===== src/rtl/sprite_draw_engine.sv =====
// sprite_draw_engine
// Sequences a DXYN-style sprite draw into a 128x64, 2-bit-per-pixel VRAM.
// Each sprite byte is fetched from RAM. Each set, unclipped pixel is then read
// from VRAM, XORed with the plane mask and written back. The collision flag
// (VF) is raised when any written pixel already had a bit in the plane mask.
module sprite_draw_engine #(
  // 1: pixels past the right/bottom edge are dropped; 0: they wrap around
  parameter bit CLIP = 1'b1
) (
  input  logic        clk,
  input  logic        reset,
  input  logic        start,
  input  logic [6:0]  x,
  input  logic [5:0]  y,
  input  logic [3:0]  n,
  input  logic [11:0] i_addr,
  input  logic [1:0]  plane,
  output logic        busy,
  output logic        done,
  output logic        collision,
  output logic [11:0] ram_addr,
  input  logic [7:0]  ram_dout,
  output logic [6:0]  vram_hpos,
  output logic [5:0]  vram_vpos,
  output logic [1:0]  vram_pixeli,
  input  logic [1:0]  vram_pixelo,
  output logic        vram_we
);

  typedef enum logic [2:0] {
    S_IDLE,
    S_FETCH,
    S_FETCH_WAIT,
    S_PIX,
    S_PIX_WAIT,
    S_PIX_WRITE,
    S_DONE
  } state_t;

  state_t      state_q;

  // Draw parameters captured when a start is accepted
  logic [6:0]  x_q;
  logic [5:0]  y_q;
  logic [3:0]  n_q;
  logic [11:0] base_q;
  logic [1:0]  plane_q;

  // Traversal position: byte index into the sprite and bit index within it
  logic [4:0]  byte_q;
  logic [2:0]  bit_q;
  logic [7:0]  sh_q;
  logic        draw_q;   // pixel at bit_q needs a read-XOR-write
  logic [1:0]  pix_q;    // VRAM value read back for the current pixel

  // Registered outputs
  logic        busy_q;
  logic        done_q;
  logic        coll_q;
  logic [11:0] ram_addr_q;
  logic [6:0]  hpos_q;
  logic [5:0]  vpos_q;
  logic [1:0]  pixeli_q;
  logic        we_q;

  // Sprite geometry derived from the latched row count
  logic        wide;
  logic [4:0]  last_byte;
  logic [3:0]  row;
  logic [3:0]  col_base;
  logic [11:0] next_addr;

  assign wide      = (n_q == 4'd0);
  assign last_byte = wide ? 5'd31 : ({1'b0, n_q} - 5'd1);
  assign row       = wide ? byte_q[4:1] : byte_q[3:0];
  assign col_base  = (wide && byte_q[0]) ? 4'd8 : 4'd0;
  // Byte k of either sprite shape lives at base + k; the sum wraps mod 4096
  assign next_addr = base_q + {7'd0, byte_q + 5'd1};

  // Look-ahead for the pixel about to be entered in PIX, so that hpos/vpos are
  // already registered and valid while the PIX cycle issues the VRAM read
  logic [2:0]  la_bit;
  logic [7:0]  la_data;
  logic [3:0]  la_col;
  logic [7:0]  la_ux;
  logic [6:0]  la_uy;
  logic        la_clip;
  logic        draw_d;
  logic [6:0]  hpos_d;
  logic [5:0]  vpos_d;

  // Decide whether the next pixel is set and on-screen, and where it lands
  always_comb begin
    la_bit  = (state_q == S_FETCH_WAIT) ? 3'd7 : (bit_q - 3'd1);
    la_data = (state_q == S_FETCH_WAIT) ? ram_dout : sh_q;
    la_col  = col_base + {1'b0, 3'd7 - la_bit};
    la_ux   = {1'b0, x_q} + {4'd0, la_col};
    la_uy   = {1'b0, y_q} + {3'd0, row};
    la_clip = CLIP && (la_ux[7] || la_uy[6]);
    draw_d  = la_data[la_bit] && !la_clip;
    hpos_d  = la_ux[6:0];
    vpos_d  = la_uy[5:0];
  end

  // Draw sequencer: state, traversal counters and all registered outputs
  always_ff @(posedge clk) begin
    if (reset) begin
      state_q    <= S_IDLE;
      x_q        <= 7'd0;
      y_q        <= 6'd0;
      n_q        <= 4'd0;
      base_q     <= 12'd0;
      plane_q    <= 2'd0;
      byte_q     <= 5'd0;
      bit_q      <= 3'd0;
      sh_q       <= 8'd0;
      draw_q     <= 1'b0;
      pix_q      <= 2'd0;
      busy_q     <= 1'b0;
      done_q     <= 1'b0;
      coll_q     <= 1'b0;
      ram_addr_q <= 12'd0;
      hpos_q     <= 7'd0;
      vpos_q     <= 6'd0;
      pixeli_q   <= 2'd0;
      we_q       <= 1'b0;
    end else begin
      // Write enable and done are single-cycle strobes
      we_q   <= 1'b0;
      done_q <= 1'b0;
      unique case (state_q)
        S_IDLE: begin
          if (start) begin
            x_q        <= x;
            y_q        <= y;
            n_q        <= n;
            base_q     <= i_addr;
            plane_q    <= plane;
            byte_q     <= 5'd0;
            coll_q     <= 1'b0;
            busy_q     <= 1'b1;
            ram_addr_q <= i_addr;
            state_q    <= S_FETCH;
          end
        end
        S_FETCH: begin
          // ram_addr is presented during this cycle; data arrives next cycle
          state_q <= S_FETCH_WAIT;
        end
        S_FETCH_WAIT: begin
          sh_q   <= ram_dout;
          bit_q  <= 3'd7;
          draw_q <= draw_d;
          if (draw_d) begin
            hpos_q <= hpos_d;
            vpos_q <= vpos_d;
          end
          state_q <= S_PIX;
        end
        S_PIX, S_PIX_WRITE: begin
          if (state_q == S_PIX && draw_q) begin
            // hpos/vpos are presented during this cycle for the VRAM read
            state_q <= S_PIX_WAIT;
          end else begin
            if (state_q == S_PIX_WRITE && (pix_q & plane_q) != 2'b00) begin
              coll_q <= 1'b1;
            end
            if (bit_q != 3'd0) begin
              bit_q  <= bit_q - 3'd1;
              draw_q <= draw_d;
              if (draw_d) begin
                hpos_q <= hpos_d;
                vpos_q <= vpos_d;
              end
              state_q <= S_PIX;
            end else if (byte_q == last_byte) begin
              done_q  <= 1'b1;
              state_q <= S_DONE;
            end else begin
              byte_q     <= byte_q + 5'd1;
              ram_addr_q <= next_addr;
              state_q    <= S_FETCH;
            end
          end
        end
        S_PIX_WAIT: begin
          pix_q    <= vram_pixelo;
          pixeli_q <= vram_pixelo ^ plane_q;
          we_q     <= 1'b1;
          state_q  <= S_PIX_WRITE;
        end
        S_DONE: begin
          busy_q  <= 1'b0;
          state_q <= S_IDLE;
        end
        default: begin
          state_q <= S_IDLE;
        end
      endcase
    end
  end

  assign busy        = busy_q;
  assign done        = done_q;
  assign collision   = coll_q;
  assign ram_addr    = ram_addr_q;
  assign vram_hpos   = hpos_q;
  assign vram_vpos   = vpos_q;
  assign vram_pixeli = pixeli_q;
  assign vram_we     = we_q;

endmodule


===== config.mk =====
export PLATFORM = sky130hd
export DESIGN_NAME = sprite_draw_engine
export DESIGN_NICKNAME = d
export VERILOG_FILES = /design/src/rtl/sprite_draw_engine.sv
export SDC_FILE = /design/constraint.sdc
export NUM_CORES = 1
export LEC_CHECK = 0
export ABC_CLOCK_PERIOD_IN_PS = 3650
export BUFFER_PORTS_ARGS = -buffer_cell sky130_fd_sc_hd__buf_2
export CAP_MARGIN = 5
export CORE_MARGIN = 5
export CORE_UTILIZATION = 50
export CTS_CLUSTER_DIAMETER = 60
export CTS_CLUSTER_SIZE = 16
export DETAILED_ROUTE_END_ITERATION = 6
export PLACE_DENSITY_LB_ADDON = 0.3
export SLEW_MARGIN = 25
export SYNTH_ARGS = -nofsm -noshare
export SYNTH_HDL_FRONTEND = slang
export SYNTH_SLANG_ARGS = --single-unit
export TNS_END_PERCENT = 20

===== constraint.sdc =====
create_clock -name clk -period 3.65 [get_ports clk]
set_input_delay 0.73 -clock clk [delete_from_list [all_inputs] [get_ports clk]]
set_output_delay 0.73 -clock clk [all_outputs]
set_load 0.05 [all_outputs]

==> out/results.txt, run 1 <==
Worst-path clk slew: 0.09 ns
Final Cycle Share: 90.6%
Worst path most repeated cell: a21oi_1
EDFF count, synth: 0
clock sinks: 84
RSZ-0062 raised after global routing: false
DRC Markers: 0
Final setup viols: 0
most common cell in the netlist: nand2_1
Crit path max-delay family: compound AO/OA/AOI/OAI gates
Slew Limit Fails: 0
Post-synth ARST share: 0%
Netlist cell types: 55
f_max: 0.302 GHz
Max-slew headroom: 44.5%
ANT cells: 0
max-cap violations: 0
VDD IR-drop max: 0.208 mV
Post-CTS Hold Buffers: 0
top-level I/O count: 75
CP Launch Type: flip-flop
Post-CTS Setup Inserts: 0
post-synth top area share: 38.3%
Synth Warn #: 0
number of global-route vias before repair: 4034
post-synth top area cell: dfxtp_1
Cell Area, Placed: 4840 µm²
gpl congestion: 0.849
Core Rows: 34
DP HPWL: 7990 µm
clk buf depth: 2
crit path kind: flip-flop to flip-flop
Routed Antenna Nets: 0
drt pass-1 iters: 6
die height: 104 µm
Lkg Pwr: 2.10 nW
Iter 0 DRT Violations: 242
synthesis-stage register bit count: 84
Largest stage delay, worst path: 0.44 ns
CP bufs+invs: 2
total global-route track usage: 20.4%
syn avg cell area: 8.08 µm²
P per Cell Area: 449 nW/µm²
Routed WL per cell: 15.4 µm
initial core utilization: 50.8%
synth top area cells: dfxtp_1 38%, nand2_1 9.2%, a21oi_1 8.1%
Worst Max-Slew Pin Slew: 0.832 ns
Routed WL: 11100 µm
CP Cell Sequence: inv_1 > ha_1 > nor3b_4 > mux2_2 > fa_1 > a21o_1 > a21oi_1 > nor2_1 > a211oi_4 > buf_4 > a21oi_1 > a211oi_1
total gr overflow: 0
global-route wire length before repair: 18600 µm
Area growth syn-to-layout: 15.2%
H-tree depth: 3
Buffers on Ports: 74
CTS tree: yes
worst slack, placed: 0.0598 ns
Hold Crit Class: flip-flop to flip-flop
die area: 10700 µm²
design area: 5050 µm²
Setup Skew: 0.00829 ns
status: complete, no violations
Worst setup EP type: flip-flop
clk root buf: clkbuf_8
share of layout cells above drive strength 1: 18.5%
cells after synthesis: 543
final setup margin: 0.343 ns
Syn Nets: 608
top post-synthesis cells by count: 108 x nand2_1, 84 x dfxtp_1, 71 x a21oi_1
initial antenna violation count: 0
Die Span X: 104 µm
largest net degree at the start of global routing: 41
CP max stage cell: fa_1
final net count: 670
Worst EP required: 3.91 ns
Fin Setup TNS: 0 ns
core area: 8640 µm²
final hold violations: 0
Top FF cell, synth: dfxtp_1
Clock Latency Late Sink: 0.35 ns
vias: 4023
CTS Buf Count: 9
Vias/cell: 5.60
post_cts resized: 0
WP data arrival: 3.57 ns
Min Clock Period, post-route: 3.31 ns
sequential area share after synthesis: 38.3%
mapped cell area: 4390 µm²
Worst Path Max Fanout: 8
## placed cells by master (no fill, tap or decap), drive strengths merged, types with 10 or more instances in the layout
cell	synthesis	routed
clkbuf	25	12
nand2	108	108
a211oi	12	12
nand2b	12	12
nor2	39	39
a21oi	71	71
o21ai	26	26
ha	18	18
xnor2	22	22
dfxtp	84	84
buf	8	84
nand3	11	11
inv	10	10
## worst reg2reg max path, stage by stage, from the launching register on
cell and delay, ns:
dfxtp_1 0.36, inv_1 0.09, ha_1 0.21, nor3b_4 0.32, mux2_2 0.41, fa_1 0.44, a21o_1 0.20, a21oi_1 0.21
nor2_1 0.14, a211oi_4 0.34, buf_4 0.21, a21oi_1 0.07, a211oi_1 0.22
## logic make-up after synthesis
kind of cell             count (synthesis)  synth area share (%)
AND/OR/NAND/NOR                        201                  20.4
flip-flops                              84                  38.3
XOR/XNOR                                28                  5.59
buffers and inverters                   43                  4.05
adder cells (fa/ha/maj)                 21                  6.51
multiplexers                             8                  2.48
AO/OA/AOI/OAI                          158                  22.6
## worst paths after layout
check	depth (start not counted)	to	startpoint	slack (ns)
setup / recovery	12	vram_vpos[5]$_SDFFE_PP0P_	n_q[0]$_SDFFE_PP0P_	0.34
hold / removal	2	sh_q[3]$_SDFF_PP0_	sh_q[3]$_SDFF_PP0_	0.46
setup reg to reg	12	vram_vpos[5]$_SDFFE_PP0P_	n_q[0]$_SDFFE_PP0P_	0.34
hold reg to reg	2	sh_q[3]$_SDFF_PP0_	sh_q[3]$_SDFF_PP0_	0.46
## registers in the layout (all words and copies together) (netlist names), 2 cells and up
register     count
base_q          12
bit_q            3
byte_q           5
n_q              4
pix_q            2
plane_q          2
ram_addr        12
sh_q             8
state_q          3
vram_hpos        7
vram_pixeli      2
vram_vpos        6
x_q              7
y_q              6
## routing by layer
metal	vias to the layer above	global-route usage [%]	wire length (µm)
li1	2017	-	-
met1	1885	26.4	5110
met2	109	34.3	5180
met3	12	3.73	633
met4	0	6.66	173
met5	-	0	0
## final cells by class
class	count	area, µm²
timing repair buffer	84	445
fill	808	3580
multi-input combinational	416	2550
clock buffer	12	155
inverter	10	37.5
tap	108	135
clock inverter	4	47.5
sequential	84	1680
## through the flow
step | hold WS [ns] | utilization (%) | cells | total power, W
after global routing | 0.481 | 58.5 | 718 | 0.00238
final | 0.462 | 58.5 | 718 | 0.00227
after CTS | 0.464 | 58.3 | 718 | 0.00226
after floorplan | 0.433 | - | 543 | 0.00144
after global placement | 0.444 | 56.0 | 702 | 0.00157
after detailed placement | 0.452 | 56.0 | 702 | 0.00159
## where the power goes
| part | switching (W) | total [W] | internal (W) |
|---|---|---|---|
| combinational | 0.000349 | 0.000540 | 0.000192 |
| sequential | 0.0000536 | 0.00103 | 0.000980 |
| clock | 0.000342 | 0.000694 | 0.000352 |
| total | 0.000744 | 0.00227 | 0.00152 |
Note: power is estimated with default switching activity, not from simulation.
==> run 2: changes to the inputs <==
Settings changed: ABC_CLOCK_PERIOD_IN_PS 3650 to 2650.
Clock period 3.65 ns to 2.65 ns, I/O delays scaled along.
==> run 2 against run 1 <==
The run now ends with negative setup slack left. Sequential share of layout area down 1.6 points. First-iteration DRC count down 41%. Via count up 2.9%. Die area unchanged. Power up 46%. Global-route usage down 0.18 points. Design area up 5.4%.
==> out/results.txt, run 2 (synthesis gave the netlist of run 1 again) <==
Min Clock Period, post-route: 2.68 ns (-0.631 ns)
global-route wire length before repair: 18400 µm (-0.78%)
Worst Max-Slew Pin Slew: 0.775 ns (-0.0573 ns)
Worst Path Max Fanout: 9 (+1)
Worst-path clk slew: 0.08 ns (about the same)
GR peak layer: met2
CP bufs+invs: 1 (-1)
f_max: 0.374 GHz (+24%)
Vias/cell: 5.61 (+0.21%)
WP data arrival: 2.91 ns (-0.66 ns)
largest net degree at the start of global routing: 31 (-24%)
Largest stage delay, worst path: 0.37 ns (-0.07 ns)
Routed WL: 11100 µm (+0.42%)
design area: 5330 µm² (+5.4%)
initial core utilization: 50.8% (unchanged)
clock sinks: 84 (unchanged)
final setup margin: -0.0269 ns (-0.369 ns)
initial antenna violation count: 0 (unchanged)
Die Span X: 104 µm (unchanged)
clk buf depth: 2 (unchanged)
total gr overflow: 0 (unchanged)
CP max stage cell: a211o_4
P per Cell Area: 619 nW/µm² (+38%)
most frequent cells in the layout: 108 x nand2_1, 81 x dfxtp_1, 74 x buf_2
crit path kind: flip-flop to flip-flop
Worst setup EP type: flip-flop
hold_ws: 0.408 ns (-0.0541 ns)
DRC Markers: 0 (unchanged)
total power: 0.00330 W (+46%)
Routed WL per cell: 15.1 µm (-2.2%)
clk root buf: clkbuf_8
CTS Buf Count: 9 (unchanged)
Hold Crit Class: input pin to flip-flop
VDD IR-drop max: 0.582 mV (+180%)
Final Cycle Share: 101% (+10 points)
Buffers on Ports: 74 (unchanged)
worst slack, placed: -0.110 ns (-0.169 ns)
vias: 4138 (+2.9%)
top-level I/O count: 75 (unchanged)
CP Cell Sequence: inv_2 > ha_4 > nor3b_4 > mux2_4 > fa_2 > a21o_1 > a21oi_2 > nor2_2 > a211o_4 > nor2_4 > a211oi_1
Lkg Pwr: 2.22 nW (+5.9%)
CP Launch Type: flip-flop
commonest non-fill, non-tap cell in the layout: nand2_1
die area: 10700 µm² (unchanged)
RSZ-0062 raised after global routing: true
final net count: 690 (+3.0%)
gpl congestion: 0.843 (-0.74%)
number of global-route vias before repair: 4089 (+1.4%)
Iter 0 DRT Violations: 143 (-41%)
DP HPWL: 8220 µm (+2.9%)
Core Rows: 34 (unchanged)
Worst EP required: 2.88 ns (-1.03 ns)
Post-CTS Setup Inserts: 0 (unchanged)
Max-slew headroom: 48.0% (+3.5 points)
fillcell total: 788 (-2.5%)
core area: 8640 µm² (unchanged)
GR Layer Usage met2: 35.4% (+1.0 points)
Setup Skew: 0.0126 ns (+0.00433 ns)
total global-route track usage: 20.2% (-0.18 points)
Final setup viols: 7 (+7)
status: finished with violations
Fin Setup TNS: -0.0915 ns (-0.0915 ns)
CTS tree: yes
Routed Antenna Nets: 0 (unchanged)
met3 GRT Util: 6.84% (+3.1 points)
Area growth syn-to-layout: 21.5%
share of layout cells above drive strength 1: 23.4% (+4.8 points)
Cell Area, Placed: 5040 µm² (+4.2%)
Global Route met1 Usage: 23.4% (-3.0 points)
die height: 104 µm (unchanged)
H-tree depth: 3 (unchanged)
drt pass-1 iters: 5 (-1)
Slew Limit Fails: 0 (unchanged)
Clock Latency Late Sink: 0.36 ns (about the same)
Crit path max-delay family: compound AO/OA/AOI/OAI gates
final hold violations: 0 (unchanged)
ANT cells: 0 (unchanged)
max-cap violations: 0 (unchanged)
failing checks: negative setup slack
-- run 2: changes by cell type in the layout (fill, tap and decap cells not counted), sizes merged --
| cell | before | now |
|---|---|---|
| buf | 84 | 104 |
| clkbuf | 12 | 11 |
| bufinv | 1 | 3 |
| clkinv | 2 | 1 |
| clkinvlp | 1 | 0 |
-- run 2: final cells by class --
cell class / count / area (µm²) / area share, %
multi-input cells: 416 / 2630 / 49.4
clock inverters: 4 / 98.8 / 1.86
inverters: 10 / 37.5 / 0.705
well taps: 108 / 135 / 2.54
flip-flops and latches: 84 / 1690 / 31.6
repair buffers: 104 / 608 / 11.4
clock buffers: 11 / 131 / 2.47
-- run 2: worst reg2reg max path: stages, from the launching register on --
cell,delay [ns]
dfxtp_2,0.32
inv_2,0.07
ha_4,0.13
nor3b_4,0.31
mux2_4,0.35
fa_2,0.34
a21o_1,0.17
a21oi_2,0.15
nor2_2,0.08
a211o_4,0.37
nor2_4,0.17
a211oi_1,0.09
-- run 2: report_power, final --
part           internal [W]  switching [W]  total (W)
logic              0.000303       0.000513   0.000816
registers           0.00135      0.0000626    0.00141
clock network      0.000624       0.000447    0.00107
total               0.00228        0.00102    0.00330
-- run 2: worst paths after layout --
check / startpoint / end / slack (ns) / cells after the start
max: n_q[1]$_SDFFE_PP0P_ / vram_vpos[2]$_SDFFE_PP0P_ / -0.03 / 11
min: plane[1] / plane_q[1]$_SDFFE_PP0P_ / 0.41 / 3
max reg2reg: n_q[1]$_SDFFE_PP0P_ / vram_vpos[2]$_SDFFE_PP0P_ / -0.03 / 11
min reg2reg: ram_addr[11]$_SDFFE_PP0P_ / ram_addr[11]$_SDFFE_PP0P_ / 0.47 / 2
-- run 2: per-layer routing --
layer  up-vias  part of all wire [%]
li1       2066                     -
met1      1942                    43
met2       116                    49
met3        14                   6.5
met4         0                   1.2
met5         -                     0
-- run 2: metrics by stage --
stage | std cells | util, %
floorplan | 543 | -
global placement | 722 | 58.4
detailed placement | 722 | 58.4
CTS | 737 | 61.3
global route | 737 | 61.7
finish | 737 | 61.7
-- run 2: timing repair --
item                       CTS  global route
hold buffers                 0             0
setup endpoints to repair   13            16
gates resized for setup      7             9
pin swaps                    3             5
==> run 3: changes to the inputs <==
Settings changed: CAP_MARGIN 5 to 20, PLACE_DENSITY from default to 0.75, PLACE_DENSITY_LB_ADDON 0.3 to default.
==> run 3 against run 2 <==
The flow still finishes with violations (negative setup slack). Worst hold slack worse by 0.0019 ns. Sequential power about the same. Power decreased by 6.4%. Register-to-register slack worse by 0.08 ns. Die area did not move. Clock skew decreased by 0.0046 ns. Routed wire length shrank 1.7%.
==> out/results.txt, run 3 (synthesis gave the netlist of run 1 again) <==
fin util: 61.2% (-0.46 points)
final setup margin: -0.102 ns (-0.0755 ns)
vias: 4059 (-1.9%)
most frequent cells in the layout: 108 x nand2_1, 82 x dfxtp_1, 74 x buf_2
Clock Latency Late Sink: 0.35 ns (about the same)
Min Clock Period, post-route: 2.75 ns (+0.0755 ns)
status: finished with violations
max-cap violations: 0 (unchanged)
Vias/cell: 5.49 (-2.2%)
largest net degree at the start of global routing: 36 (+16%)
share of layout cells above drive strength 1: 23.3% (-0.074 points)
VDD IR-drop max: 0.269 mV (-54%)
Hold Crit Class: input pin to flip-flop
CP bufs+invs: 2 (+1)
Max-slew headroom: 46.0% (-1.9 points)
Area growth syn-to-layout: 20.6%
drt pass-1 iters: 4 (-1)
Die Span X: 104 µm (unchanged)
fillcell total: 790 (+0.25%)
CP Cell Sequence: inv_2 > ha_4 > nor3b_4 > mux2_4 > fa_2 > a21o_1 > a21oi_2 > nor2_2 > a211oi_4 > buf_12 > a21oi_1 > a211oi_1
Worst setup EP type: flip-flop
Final Cycle Share: 104% (+2.8 points)
final hold violations: 0 (unchanged)
initial core utilization: 50.8% (unchanged)
Setup Skew: 0.00806 ns (-0.00456 ns)
DRC Markers: 0 (unchanged)
core area: 8640 µm² (unchanged)
failing checks: negative setup slack
Core Rows: 34 (unchanged)
number of global-route vias before repair: 4042 (-1.1%)
Buffers on Ports: 74 (unchanged)
ANT cells: 0 (unchanged)
total global-route track usage: 20.1% (-0.13 points)
global-route wire length before repair: 18600 µm (+0.79%)
Final setup viols: 13 (+6)
Worst-path clk slew: 0.08 ns (about the same)
WP data arrival: 3.02 ns (+0.11 ns)
final net count: 693 (+0.43%)
clk root buf: clkbuf_8
Worst Max-Slew Pin Slew: 0.804 ns (+0.0290 ns)
Lkg Pwr: 2.21 nW (-0.37%)
clock sinks: 84 (unchanged)
Routed WL: 11000 µm (-1.7%)
RSZ-0062 raised after global routing: true
Routed WL per cell: 14.8 µm (-1.9%)
Slew Limit Fails: 0 (unchanged)
CTS tree: yes
hold_ws: 0.406 ns (-0.00194 ns)
Largest stage delay, worst path: 0.35 ns (-0.02 ns)
CTS Buf Count: 9 (unchanged)
Worst Path Max Fanout: 12 (+3)
P per Cell Area: 584 nW/µm² (-5.7%)
die height: 104 µm (unchanged)
crit path kind: flip-flop to flip-flop
total gr overflow: 0 (unchanged)
H-tree depth: 3 (unchanged)
initial antenna violation count: 0 (unchanged)
CP Launch Type: flip-flop
Routed Antenna Nets: 0 (unchanged)
clk buf depth: 2 (unchanged)
Crit path max-delay family: compound AO/OA/AOI/OAI gates
Iter 0 DRT Violations: 168 (+17%)
die area: 10700 µm² (unchanged)
top-level I/O count: 75 (unchanged)
gpl congestion: 0.831 (-1.4%)
Worst EP required: 2.92 ns (+0.04 ns)
f_max: 0.363 GHz (-2.7%)
DP HPWL: 8160 µm (-0.77%)
commonest non-fill, non-tap cell in the layout: nand2_1
CP max stage cell: mux2_4
run 3: cell types whose count changed in the layout (fill, tap and decap cells not counted), sizes merged:
cell    delta
bufinv     -2
clkinv     +1
buf        +3
run 3: final cells by class:
cell class	instances	area, µm²	share of cell area [%]
Sequential cell	84	1680	31.9
Inverter	10	37.5	0.710
Multi-Input combinational cell	416	2620	49.5
Tap cell	108	135	2.56
Clock buffer	11	131	2.48
Clock inverter	3	40.0	0.757
Timing Repair Buffer	107	643	12.2
run 3: path summary, 6_finish.rpt:
check	start	end	slack (ns)	cells after the start
setup / recovery	n_q[1]$_SDFFE_PP0P_	vram_hpos[5]$_SDFFE_PP0P_	-0.10	12
hold / removal	plane[1]	plane_q[1]$_SDFFE_PP0P_	0.41	3
setup reg to reg	n_q[1]$_SDFFE_PP0P_	vram_hpos[5]$_SDFFE_PP0P_	-0.10	12
hold reg to reg	sh_q[1]$_SDFF_PP0_	sh_q[1]$_SDFF_PP0_	0.46	2
run 3: tightest hold or removal path, delay by kind of cell:
family / cells / cell delay (ns)
buffers and inverters: 1 / 0.10
and+or+nand+nor: 1 / 0.04
AOI/OAI and AO/OA: 1 / 0.05
run 3: stage by stage:
step | worst slack [ns] | power (W) | area (µm²) | TNS, ns | instances
2_1_floorplan | 0.0149 | 0.00200 | 4430 | 0 | 543
3_3_place_gp | -0.0615 | 0.00222 | 5080 | -0.314 | 725
3_5_place_dp | -0.193 | 0.00224 | 5080 | -1.75 | 725
4_1_cts | -0.101 | 0.00310 | 5260 | -0.672 | 739
5_1_grt | -0.216 | 0.00326 | 5290 | -2.31 | 739
6_report | -0.102 | 0.00309 | 5290 | -0.598 | 739
run 3: what timing repair did:
item	CTS	global route
hold buffers	0	0
buffers inserted	0	0
pin swaps	3	5
gates resized for setup	8	6
cloned	0	0
endpoints found under the setup margin	13	17
run 3: per-layer routing:
metal  routed length, µm  vias to the layer above  GRT usage, %
met5                   0                        -             0
met4                 126                        0          5.55
met3                 484                       14          3.48
met2                5390                       79          35.1
met1                4950                     1898          25.5
li1                    -                     2068             -
run 3: power by group:
group	internal [W]	switching, W
logic	0.000308	0.000508
registers	0.00135	0.0000623
clock network	0.000423	0.000438
